## src/rtl/lane_dispatch_seq.sv

```systemverilog
// Round-robin dispatcher from a valid/ready operand stream onto up to 32 PE lanes.
// Emits a registered lane code, data word and strobe, plus row and job completion pulses.
module lane_dispatch_seq #(
    parameter int DATA_W = 16,
    parameter int CODE_W = 5,
    parameter int ROW_W  = 16
) (
    input  logic              clk,
    input  logic              rst,
    input  logic              start,
    input  logic [5:0]        cfg_lanes,
    input  logic [ROW_W-1:0]  cfg_rows,
    input  logic              in_valid,
    output logic              in_ready,
    input  logic [DATA_W-1:0] in_data,
    output logic              wr_en,
    output logic [CODE_W-1:0] wr_code,
    output logic [DATA_W-1:0] wr_data,
    output logic              row_done,
    output logic              job_done,
    output logic              busy
);

    // state | meaning
    // IDLE  | waiting for start; cfg sampled here only
    // RUN   | accepting words, one per cycle, dispatching round-robin
    // DONE  | single-cycle wrap-up; job_done is raised on the exit edge
    typedef enum logic [1:0] {IDLE, RUN, DONE} state_t;

    state_t              state, state_d;
    logic [5:0]          lanes_eff, lanes_eff_d;
    logic [ROW_W-1:0]    rows_eff, rows_eff_d;
    logic [5:0]          lane_cnt, lane_cnt_d;
    logic [ROW_W-1:0]    row_cnt, row_cnt_d;
    logic                wr_en_d, row_done_d, job_done_d;
    logic [CODE_W-1:0]   wr_code_d;
    logic [DATA_W-1:0]   wr_data_d;
    logic                xfer, last_lane;

    assign in_ready  = (state == RUN);
    assign busy      = (state == RUN);
    assign xfer      = in_valid && in_ready;
    assign last_lane = (lane_cnt == lanes_eff - 6'd1);

    always_ff @(posedge clk) begin
        if (rst) begin
            state     <= IDLE;
            lanes_eff <= '0;
            rows_eff  <= '0;
            lane_cnt  <= '0;
            row_cnt   <= '0;
            wr_en     <= 1'b0;
            wr_code   <= '0;
            wr_data   <= '0;
            row_done  <= 1'b0;
            job_done  <= 1'b0;
        end else begin
            state     <= state_d;
            lanes_eff <= lanes_eff_d;
            rows_eff  <= rows_eff_d;
            lane_cnt  <= lane_cnt_d;
            row_cnt   <= row_cnt_d;
            wr_en     <= wr_en_d;
            wr_code   <= wr_code_d;
            wr_data   <= wr_data_d;
            row_done  <= row_done_d;
            job_done  <= job_done_d;
        end
    end

    always_comb begin
        state_d     = state;
        lanes_eff_d = lanes_eff;
        rows_eff_d  = rows_eff;
        lane_cnt_d  = lane_cnt;
        row_cnt_d   = row_cnt;
        wr_en_d     = 1'b0;
        wr_code_d   = wr_code;
        wr_data_d   = wr_data;
        row_done_d  = 1'b0;
        job_done_d  = 1'b0;
        case (state)
            IDLE: begin
                if (start) begin
                    lanes_eff_d = (cfg_lanes == 6'd0 || cfg_lanes > 6'd32) ? 6'd32 : cfg_lanes;
                    rows_eff_d  = cfg_rows;
                    lane_cnt_d  = '0;
                    row_cnt_d   = '0;
                    state_d     = (cfg_rows == '0) ? DONE : RUN;
                end
            end
            RUN: begin
                if (xfer) begin
                    wr_en_d   = 1'b1;
                    wr_code_d = lane_cnt[CODE_W-1:0];
                    wr_data_d = in_data;
                    if (last_lane) begin
                        lane_cnt_d = '0;
                        row_cnt_d  = row_cnt + ROW_W'(1);
                        row_done_d = 1'b1;
                        // Last word of the job: stop accepting from the next cycle on.
                        if (row_cnt == rows_eff - ROW_W'(1))
                            state_d = DONE;
                    end else begin
                        lane_cnt_d = lane_cnt + 6'd1;
                    end
                end
            end
            DONE: begin
                job_done_d = 1'b1;
                state_d    = IDLE;
            end
            default: state_d = IDLE;
        endcase
    end

endmodule

```

## config.mk

```make
export PLATFORM = sky130hd
export DESIGN_NAME = lane_dispatch_seq
export DESIGN_NICKNAME = d
export VERILOG_FILES = /design/src/rtl/lane_dispatch_seq.sv
export SDC_FILE = /design/constraint.sdc
export NUM_CORES = 1
export LEC_CHECK = 0
export CAP_MARGIN = 20
export CORE_MARGIN = 2
export CORE_UTILIZATION = 56
export CTS_CLUSTER_SIZE = 12
export DETAILED_ROUTE_END_ITERATION = 6
export HOLD_SLACK_MARGIN = 0.05
export PLACE_DENSITY = 0.89
export SLEW_MARGIN = 20
export SYNTH_ARGS = -nofsm -noshare
export SYNTH_HDL_FRONTEND = slang
export SYNTH_SLANG_ARGS = --single-unit
export TNS_END_PERCENT = 1
```

## constraint.sdc

```tcl
create_clock -name clk -period 8.66 [get_ports clk]
set_clock_uncertainty 0.15 [all_clocks]
set_input_delay 2.598 -clock clk [delete_from_list [all_inputs] [get_ports clk]]
set_output_delay 2.598 -clock clk [all_outputs]
set_load 0.05 [all_outputs]
```

After elaboration in Yosys (flattened, before gate mapping)
Cells that the tools add are included.
Storage, ports and cells
  register bits after elaboration: 70
  output and inout bits: 26
  word-level logic and storage cells: 56
Cells by class
  $add $sub $neg: 4
  $lt $le $gt $ge: 1
  eq/ne operators: 8
  muxes and demuxes: 18
  bitwise logic cells: 2
  reductions and logical operators: 13
Operator list (number)
  16-bit two-way mux: 3
  16-bit one-hot mux with 2 select lines: 1
  6-bit two-way mux: 4
  16-bit by 1-bit adder with 16-bit output (second input constant): 1
  16-bit equality test: 1
  16-bit logical NOT: 1
  16-bit by 1-bit subtractor with 16-bit output (second input constant): 1
  6-bit one-hot mux with 2 select lines: 1
  2-bit two-way mux: 5
  4-bit AND reduction: 2
  6-bit by 1-bit adder with 6-bit output (second input constant): 1
  6-bit equality test: 1
  6-bit > comparator (second input constant): 1
  6-bit logical NOT: 1
  2-bit by 1-bit inequality test with 1-bit output (second input constant): 3
  6-bit by 1-bit subtractor with 6-bit output (second input constant): 1
  2-bit one-hot mux with 2 select lines: 1
  2-bit AND reduction: 2
  1-bit two-way mux: 3
  3-bit AND reduction: 1
  3-bit OR reduction: 1
  2-bit by 1-bit equality test with 1-bit output (second input constant): 1
  2-bit equality test (second input constant): 1
  2-bit logical NOT: 1
  6 further kinds: 7

Longest topological paths before layout
Gate-level depths: netlist of run 1.
  depth after elaboration: 6
  mapped depth: 10
  depth with buffers taken out: 9

Worst setup path before layout of run 1
No wires, ideal clock.
  kind: input to register
  from: in start
  to: reg row_cnt[15]
  library setup time: 135 ps
  arrival: 3945 ps
  data required time: 8375 ps
  slack: 4430 ps
  stages: 8
  path buffers: 2
  cells stage by stage: nand2b_1 or2_2 clkbuf_1 nand2_1 nand2_1 clkbuf_1 o311ai_0 o41ai_1
Between the ends
  longest elaborated chain between the ends: 2
RTL lines
  start: declaration: line 10  | input logic start,
  2-bit inequality test (no source line)
  4-bit AND reduction (no source line)
  end signal: assignment: line 62  | row_cnt <= row_cnt_d;
  end: declaration: line 34  | logic [ROW_W-1:0] row_cnt, row_cnt_d;
Every way passes these cells.
A chain may end at the register's enable or synchronous reset.

Worst setup path in the final report of run 1
  from: in in_valid
  to: reg row_cnt[5]
Between the ends
  longest elaborated chain between the ends: 3
RTL lines
  start: declaration: line 13  | input logic in_valid,
  1-bit logical AND: line 42  | assign xfer = in_valid && in_ready;
  2-bit by 1-bit inequality test with 1-bit output (no source line)
  4-bit AND reduction (no source line)
Every way passes these cells.

==> results of run 1 <==
worst max-delay path, stage by stage:
cell and delay [ns]:
clkdlybuf4s50_1 0.50, nand2_1 0.47, nand2_1 0.62, nand2_1 0.36
or4_1 0.58, a21oi_1 0.14
area by class of cell:
class | instances | area share
multi-input cells | 345 | 0.446
well taps | 75 | 0.0217
repair buffers | 68 | 0.156
clock inverters | 5 | 0.0136
clock buffers | 11 | 0.0327
flip-flops and latches | 70 | 0.324
inverters | 6 | 0.00521
worst min-delay path by stage:
stage | startpoint | to | cells after the start
2_1_floorplan | state[0] | job_done | 1
6_report | wr_data[8] | wr_data[8] | 2
4_1_cts | wr_data[11] | wr_data[11] | 2
3_3_place_gp | wr_data[1] | wr_data[1] | 2
5_1_grt | wr_data[13] | wr_data[13] | 2
3_5_place_dp | wr_data[11] | wr_data[11] | 2
layer usage:
| metal | routed length, um | vias to the layer above | global-route usage |
|---|---|---|---|
| met4 | 191 | 0 | 0.111 |
| met3 | 642 | 22 | 0.0880 |
| li1 | - | 1664 | - |
| met5 | 0 | - | 0 |
| met2 | 4160 | 132 | 0.469 |
| met1 | 3440 | 1557 | 0.307 |
kinds of logic after synthesis:
kind of cell	synth area share
compound gates	0.149
xor+xnor	0.0838
fa+ha+maj	0.0145
buf+inv	0.0352
flops	0.406
mux	0.00580
simple gates	0.306
registers in the layout, indices dropped and copies added (netlist names):
name       count
wr_data       16
rows_eff      16
wr_code        5
state          2
job_done       1
lanes_eff      6
row_done       1
row_cnt       16
wr_en          1
lane_cnt       6
power groups by stage:
stage          clock network (mW)  logic, mW  registers [mW]
2_1_floorplan                   0     0.0695           0.358
3_3_place_gp                    0      0.115           0.351
3_5_place_dp                    0      0.118           0.352
4_1_cts                     0.265      0.119           0.344
5_1_grt                     0.280      0.131           0.346
6_report                    0.263      0.120           0.345
cells in the mapped netlist, drive strengths merged (6+ instances only):
cell      n  area (sq um)
o21ai     9          45.0
nand3    14          70.1
dfxtp    70          1400
nand2   103           387
nand4    12          75.1
xnor2    19           166
nand3b    6          45.0
xor2     14           123
or4       6          45.0
nor2     24          90.1
inv       6          22.5
a21oi    52           260
nor3     18          90.1
or3       7          48.8
clkbuf   23          86.3
stage by stage:
| step | worst slack, ns | cell area (sq um) | power (mW) | util |
|---|---|---|---|---|
| 5_1_grt | 3.29 | 4320 | 0.757 | 0.725 |
| 3_3_place_gp | 3.23 | 4120 | 0.466 | 0.692 |
| 3_5_place_dp | 3.18 | 4120 | 0.470 | 0.692 |
| 2_1_floorplan | 4.43 | 3450 | 0.428 | - |
| 4_1_cts | 3.54 | 4320 | 0.729 | 0.725 |
| 6_report | 3.51 | 4320 | 0.727 | 0.725 |
==> metrics.txt, run 1 <==
run status completed; CP arrival around 5.3 ns; Final TNS setup 0 ns; syn nets 492; Worst VDD drop between 100 and 150 uV; CP Launch Type primary input; residual antenna-violating net count after detailed routing 0; post_cts resized 0; TritonCTS clock tree built; nature of the critical path endpoint flop; HP Class reg2reg; IO Port Bufs 67; pin count of the biggest net entering global routing 54; Leak ~1.5 nW; Least-Margin Pin Slew roughly 0.9 ns; grt ovf 0; hpwl dp slightly above 6000 um; critical path required time ~8.8 ns; clock power share 0.362; flop2flop setup slack around 5.2 ns; worst hold margin about 0.30 ns; layout cells sized above 1 0.0436; hold_buf cts 0; vias in the first global route between 3000 and 4000; most frequent cells in the layout nand2_1 (103), dfxtp_1 (70), clkdlybuf4s50_1 (66); Reg2Reg Depth 6; Clock Latency Late Sink around 0.34 ns; post-DR wirelength/cell roughly 15 um; Top-Level Pins 68; Clock Path Buffers 2; Synth Register Bits 70; initial antenna violation count 0; terminus of the critical flop-to-flop path row_cnt[5]; Synth async-reset ratio 0; sequential area share after synthesis 0.406; global-route wire length before repair roughly 14000 um; clock-pin transition on the worst setup and hold timing paths around 0.070 ns; Netlist cell types 46; fill count 477; synthesized instance count ~450; combinational share of power 0.164; Slew Limit Fails 0; total track usage 0.271; via count 3375; Post-Syn Area between 3000 and 4000 sq um; synth warn 0; first element of the critical path in_valid; Area Growth Syn to Fin 25.2%; max cap viols 0; DR pass1 iterations 4; Period minus WS final 5.15 ns; Root Driver clkbuf_8; multi-input gate area in the final layout ~1900 sq um; Slew Limit Headroom 0.388; Reg power frac 0.474; commonest non-fill, non-tap cell in the layout nand2_1; unrepaired setup endpoints after global routing false; Psw 0.203 mW; count of inserted antenna diode cells 0; CTS HTree Levels 3; RePlAce Congestion about 0.88; Final setup viols 0; crit path to row_cnt[5]; cell internal pwr around 0.52 mW; worst-path fanout max 25; final net count about 550; worst setup path category in2reg; Initial Utilization 0.579; final WL between 8000 and 9000 um; dpl cells 564; fin cells 580; core area 5960 sq um; Post-CTS Setup Repair Bufs 0; number of flops mapped to enable cells by yosys 0; Pwr Density approximately 170 nW/um^2; Die X approximately 83 um; chip height slightly above 80 um; FMAX 194 MHz; reg-to-reg critical path startpoint state[0]; Switching Share 0.279; endpoints failing hold 0; CTS buffer count 9; crit share post-route 0.595; Iteration-0 DRC Markers 200; Rows 28; DRC 0; full die area ~6800 sq um; Sequential Area 1400 sq um; Sink Count 70; Top FF cell, synth dfxtp_1; Syn Area/Cell between 7 and 8 sq um; Vias/cell ~5.8
(Power assumes the default switching activity.)
==> run 2, diff against run 1 <==
--- a/config.mk
+++ b/config.mk
@@ -7,11 +7,11 @@
 export LEC_CHECK = 0
 export CAP_MARGIN = 20
 export CORE_MARGIN = 2
-export CORE_UTILIZATION = 56
+export CORE_UTILIZATION = 52
 export CTS_CLUSTER_SIZE = 12
 export DETAILED_ROUTE_END_ITERATION = 6
 export HOLD_SLACK_MARGIN = 0.05
-export PLACE_DENSITY = 0.89
+export PLACE_DENSITY = 0.83
 export SLEW_MARGIN = 20
 export SYNTH_ARGS = -nofsm -noshare
 export SYNTH_HDL_FRONTEND = slang
==> constraint.sdc (replaced) <==
create_clock -name clk -period 5.3 [get_ports clk]
set_clock_uncertainty 0.15 [all_clocks]
set_input_delay 1.59 -clock clk [delete_from_list [all_inputs] [get_ports clk]]
set_output_delay 1.59 -clock clk [all_outputs]
set_load 0.05 [all_outputs]
==> run 2 against run 1 <==
Net effect:
- setup slack got worse by 2.1 ns
- critical endpoint is now busy
- routed wire length decreased by 1.6%
- flip-flop and latch count unchanged
- largest power group unchanged
- global-route usage decreased by 3.1 points
- sequential power increased by 63%
- register-to-register slack got worse by 3.2 ns
- worst hold slack improved by 0.0010 ns
==> metrics.txt, run 2 (synthesis gave the netlist of run 1 again) <==
Psw 0.327 mW (was 0.203 mW); total track usage 0.240 (was 0.271); multi-input gate area in the final layout 1930 sq um (unchanged); post-DR wirelength/cell 14.2 um (was 14.5 um); reg-to-reg critical path startpoint lanes_eff[0] (was state[0]); cell internal pwr 0.871 mW (was 0.524 mW); Least-Margin Pin Slew 0.922 ns (was 0.918 ns); most frequent cells in the layout nand2_1 (103), dfxtp_1 (70), clkdlybuf4s50_1 (66) (unchanged); CP arrival 2.16 ns (was 5.28 ns); Switching Share 0.273 (was 0.279); via count 3387 (was 3375); DR pass1 iterations 7 (was 4); commonest non-fill, non-tap cell in the layout nand2_1 (unchanged); dpl cells 569 (was 564); crit share post-route 0.737; grt ovf 0 (unchanged); Rows 29 (was 28); pin count of the biggest net entering global routing 54 (unchanged); clock power share 0.366 (was 0.362); Setup Slack @ Placement 1.34 ns (was 3.18 ns); RePlAce Congestion 0.888 (was 0.876); Vias/cell 5.79 (was 5.82); max cap viols 0 (unchanged); Post-CTS Setup Repair Bufs 0 (unchanged); Period minus WS final 3.90 ns; CTS HTree Levels 3 (unchanged); final WL 8290 um (was 8430 um); unrepaired setup endpoints after global routing false (unchanged); Initial Utilization 0.540 (was 0.579); worst-path fanout max 7 (was 25); layout cells sized above 1 0.0472 (was 0.0436); met2 usage 0.416 (was 0.469); initial antenna violation count 0 (unchanged); final net count 549 (was 546); combinational share of power 0.165 (was 0.164); run status completed (unchanged); met3 Usage GRT 0.0837 (was 0.0880); worst hold margin 0.304 ns (was 0.303 ns); Top-Level Pins 68 (unchanged); flop2flop setup slack 2.01 ns (was 5.18 ns); Root Driver clkbuf_8 (unchanged); terminus of the critical flop-to-flop path row_cnt[5] (unchanged); hold_buf cts 0 (unchanged); FMAX between 200 and 300 MHz; IO Port Bufs 67 (unchanged); count of inserted antenna diode cells 0 (unchanged); post_cts resized 0 (unchanged); full die area 7300 sq um (was 6810 sq um); first element of the critical path state[0] (was in_valid); Pwr Density 276 nW/um^2 (was 168 nW/um^2); crit path to busy (was row_cnt[5]); CTS buffer count 9 (unchanged); worst setup path category reg2out (was in2reg); Reg power frac 0.470 (was 0.474); critical path required time 3.56 ns (was 8.79 ns); Final TNS setup 0 ns (unchanged); hpwl dp 6040 um (was 6050 um); Clock Latency Late Sink 0.35 ns (was 0.34 ns); CP Launch Type flop (was primary input); Leak 1.49 nW (was 1.47 nW); endpoints failing hold 0 (unchanged); met1 GRT Util 0.277 (was 0.307); clock-pin transition on the worst setup and hold timing paths 0.07 ns (about the same); Sequential Area 1400 sq um (unchanged); global-route wire length before repair 14200 um (about the same); chip height 85.5 um (was 82.5 um); Slew Limit Fails 0 (unchanged); DRC 0 (unchanged); Die X 85.5 um (was 82.5 um); final worst slack 1.40 ns (was 3.51 ns); Sink Count 70 (unchanged); gr busiest metal met2 (unchanged); HP Class reg2reg (unchanged); Reg2Reg Depth 9 (was 6); residual antenna-violating net count after detailed routing 0 (unchanged); vias in the first global route 3185 (was 3245); Area Growth Syn to Fin 25.9% (was 25.2%); final core occ 0.680 (was 0.725); hold path cells 2 (unchanged); Worst VDD drop 222 uV (was 127 uV); fill count 542 (was 477); Iteration-0 DRC Markers 202 (was 200); top flop regs row_cnt x16, rows_eff x16, wr_data x16 (unchanged); fin cells 585 (was 580); nature of the critical path endpoint output pin (was flop); core area 6390 sq um (was 5960 sq um); Final setup viols 0 (unchanged); Slew Limit Headroom 0.385 (was 0.388); TritonCTS clock tree built (unchanged); Clock Path Buffers 2 (unchanged)
==> run 2: worst min-delay path by stage <==
stage	startpoint	to	slack, ns
after floorplan	state[0]	job_done	0.29
after global placement	wr_data[9]	wr_data[9]	0.29
after detailed placement	wr_data[5]	wr_data[5]	0.30
after CTS	wr_data[5]	wr_data[5]	0.31
after global routing	wr_data[5]	wr_data[5]	0.33
final	wr_data[5]	wr_data[5]	0.30
==> run 2: final cells by class <==
cell class                      count  share of cell area
Tap cell                           77              0.0222
Inverter                            6             0.00518
Sequential cell                    70               0.322
Multi-Input combinational cell    345               0.444
Timing Repair Buffer               71               0.160
Clock buffer                       13              0.0366
Clock inverter                      3             0.00979
==> run 2: stage by stage <==
stage               power [mW]  instance area (sq um)
finish                    1.20                   4350
global route              1.25                   4350
CTS                       1.20                   4350
detailed placement       0.769                   4140
global placement         0.764                   4140
floorplan                0.699                   3450
==> run 2: critical path: stages (launching register included) <==
cell             delay (ns)
dfxtp_1                0.39
nor2b_1                0.51
clkdlybuf4s50_1        0.91
==> run 2: power by group through the flow <==
| stage | Combinational [mW] | Clock, mW | Sequential (mW) |
|---|---|---|---|
| after floorplan | 0.114 | 0 | 0.586 |
| final | 0.197 | 0.438 | 0.563 |
| after global routing | 0.217 | 0.467 | 0.565 |
| after CTS | 0.197 | 0.446 | 0.562 |
| after detailed placement | 0.195 | 0 | 0.574 |
| after global placement | 0.191 | 0 | 0.574 |
==> run 2: metal layers <==
| layer | routed length [um] | vias up |
|---|---|---|
| li1 | - | 1671 |
| met2 | 4130 | 125 |
| met5 | 0 | - |
| met3 | 607 | 20 |
| met4 | 116 | 0 |
| met1 | 3440 | 1571 |
==> run 3, diff against run 2 <==
==> constraint.sdc (replaced) <==
create_clock -name clk -period 4 [get_ports clk]
set_clock_uncertainty 0.15 [all_clocks]
set_input_delay 1.2 -clock clk [delete_from_list [all_inputs] [get_ports clk]]
set_output_delay 1.2 -clock clk [all_outputs]
set_load 0.05 [all_outputs]
==> run 3 against run 2 <==
Net effect:
- clock power rose by 28%
- core utilization down 0.059 points
- largest power group unchanged
- flip-flop and latch count unchanged
- first-iteration DRC count shrank 5.4%
- worst hold slack gained 0.0017 ns
- routed wire length is 0.80% higher
- non-clock buffer count increased by 1
- register-to-register slack worse by 1.2 ns
==> metrics.txt, run 3 (synthesis gave the netlist of run 1 again) <==
Setup Slack @ Placement 0.618 ns (was 1.34 ns); reg-to-reg critical path startpoint rows_eff[0] (was lanes_eff[0]); Switching Share 0.286 (was 0.273); final core occ 0.680 (about the same); post-DR wirelength/cell 14.3 um (was 14.2 um); Pwr Density 361 nW/um^2 (was 276 nW/um^2); worst hold margin 0.306 ns (was 0.304 ns); layout cells sized above 1 0.0511 (was 0.0472); CTS HTree Levels 3 (unchanged); crit-path cells nor2b_1 -> clkdlybuf4s50_1 (unchanged); Least-Margin Pin Slew 0.908 ns (was 0.922 ns); DRC 0 (unchanged); Pwr Total 1.57 mW (was 1.20 mW); combinational share of power 0.166 (was 0.165); Slew Limit Fails 0 (unchanged); max cap viols 0 (unchanged); nature of the critical path endpoint output pin (unchanged); Area Growth Syn to Fin 25.8% (was 25.9%); Root Driver clkbuf_8 (unchanged); chip height 85.5 um (unchanged); CP Launch Type flop (unchanged); Worst VDD drop 272 uV (was 222 uV); post_cts resized 0 (unchanged); worst-path fanout max 7 (unchanged); hold_buf cts 0 (unchanged); Slew Limit Headroom 0.395 (was 0.385); Post-CTS Setup Repair Bufs 0 (unchanged); Vias/cell 5.64 (was 5.79); FMAX 286 MHz; top flop regs row_cnt x16, rows_eff x16, wr_data x16 (unchanged); vias in the first global route 3123 (was 3185); Iteration-0 DRC Markers 191 (was 202); initial antenna violation count 0 (unchanged); hold path cells 2 (unchanged); Sink Count 70 (unchanged); clock-pin transition on the worst setup and hold timing paths 0.08 ns (was 0.07 ns); via count 3304 (was 3387); Max stage delay on crit path 0.91 ns (about the same); CP arrival 2.14 ns (was 2.16 ns); unrepaired setup endpoints after global routing false (unchanged); Final setup viols 0 (unchanged); hold_sp wr_data[5] (unchanged); cell family with most CP delay buffers and inverters (unchanged); Reg2Reg Depth 9 (unchanged); clock power share 0.359 (was 0.366); Clock Latency Late Sink 0.35 ns (about the same); Top-Level Pins 68 (unchanged); Psw 0.448 mW (was 0.327 mW); Initial Utilization 0.540 (unchanged); Clock Path Buffers 2 (unchanged); global-route wire length before repair 13800 um (was 14200 um); total track usage 0.238 (was 0.240); crit share post-route 0.873; commonest non-fill, non-tap cell in the layout nand2_1 (unchanged); IO Port Bufs 67 (unchanged); count of inserted antenna diode cells 0 (unchanged); CP bufs+invs 1 (unchanged); pin count of the biggest net entering global routing 54 (unchanged); RePlAce Congestion 0.902 (was 0.888); TritonCTS clock tree built (unchanged); Rows 29 (unchanged); residual antenna-violating net count after detailed routing 0 (unchanged); Die X 85.5 um (unchanged); final net count 550 (was 549); CTS buffer count 9 (unchanged); Slowest-stage cell, CP clkdlybuf4s50_1 (unchanged); core area 6390 sq um (unchanged); hpwl dp 6090 um (was 6040 um); full die area 7300 sq um (unchanged); critical path required time 2.65 ns (was 3.56 ns); final WL 8360 um (was 8290 um); endpoints failing hold 0 (unchanged); most frequent cells in the layout nand2_1 (103), dfxtp_1 (70), clkdlybuf4s50_1 (66) (unchanged); terminus of the critical flop-to-flop path state[0] (was row_cnt[5]); run status completed (unchanged); Final TNS setup 0 ns (unchanged); Worst path depth 2 (unchanged); Reg power frac 0.475 (was 0.470); worst setup path category reg2out (unchanged); DR pass1 iterations 4 (was 7); final worst slack 0.508 ns (was 1.40 ns); cell internal pwr 1.12 mW (was 0.871 mW); flop2flop setup slack 0.80 ns (was 2.01 ns); Leak 1.48 nW (was 1.49 nW); HP Class reg2reg (unchanged); hold endpoint wr_data[5] (unchanged); grt ovf 0 (unchanged); Period minus WS final between 3 and 4 ns
-- run 3: area by class of cell --
cell class / instances / area (sq um)
multi-input cells: 345 / 1930
clock buffers: 10 / 128
fillers: 535 / 2040
well taps: 77 / 96.3
clock inverters: 6 / 62.6
inverters: 6 / 22.5
flip-flops and latches: 70 / 1400
repair buffers: 72 / 703
-- run 3: worst max path at each step --
stage	to	start	slack, ns
2_1_floorplan	row_cnt[15]	start	1.17
3_3_place_gp	row_cnt[5]	start	0.72
3_5_place_dp	row_cnt[5]	start	0.62
4_1_cts	in_ready	state[0]	0.48
5_1_grt	in_ready	state[0]	0.43
6_report	in_ready	state[0]	0.51
-- run 3: metrics by stage --
stage,instances,instance area [sq um]
floorplan,446,3450
global placement,570,4150
detailed placement,570,4150
CTS,586,4340
global route,586,4340
finish,586,4340
-- run 3: power by group through the flow --
stage / combinational (mW) / sequential (mW) / clock (mW)
6_report: 0.260 / 0.745 / 0.562
5_1_grt: 0.286 / 0.748 / 0.597
3_5_place_dp: 0.259 / 0.761 / 0
4_1_cts: 0.261 / 0.745 / 0.574
3_3_place_gp: 0.253 / 0.760 / 0
2_1_floorplan: 0.150 / 0.776 / 0
-- run 3: worst register-to-register path: cells and delay by family, from the launching register on --
kind            cells  cell delay [ns]
simple gates        4             1.44
flops               1             0.36
buf+inv             1             0.07
compound gates      3             0.79
fa+ha+maj           1             0.26
-- run 3: per-layer routing --
metal  up-vias  global-route usage  part of all wire
met5         -                   0                 0
met4         0               0.107             0.019
met3        13              0.0613             0.062
met2        90               0.407              0.50
met1      1529               0.279              0.42
li1       1672                   -                 -
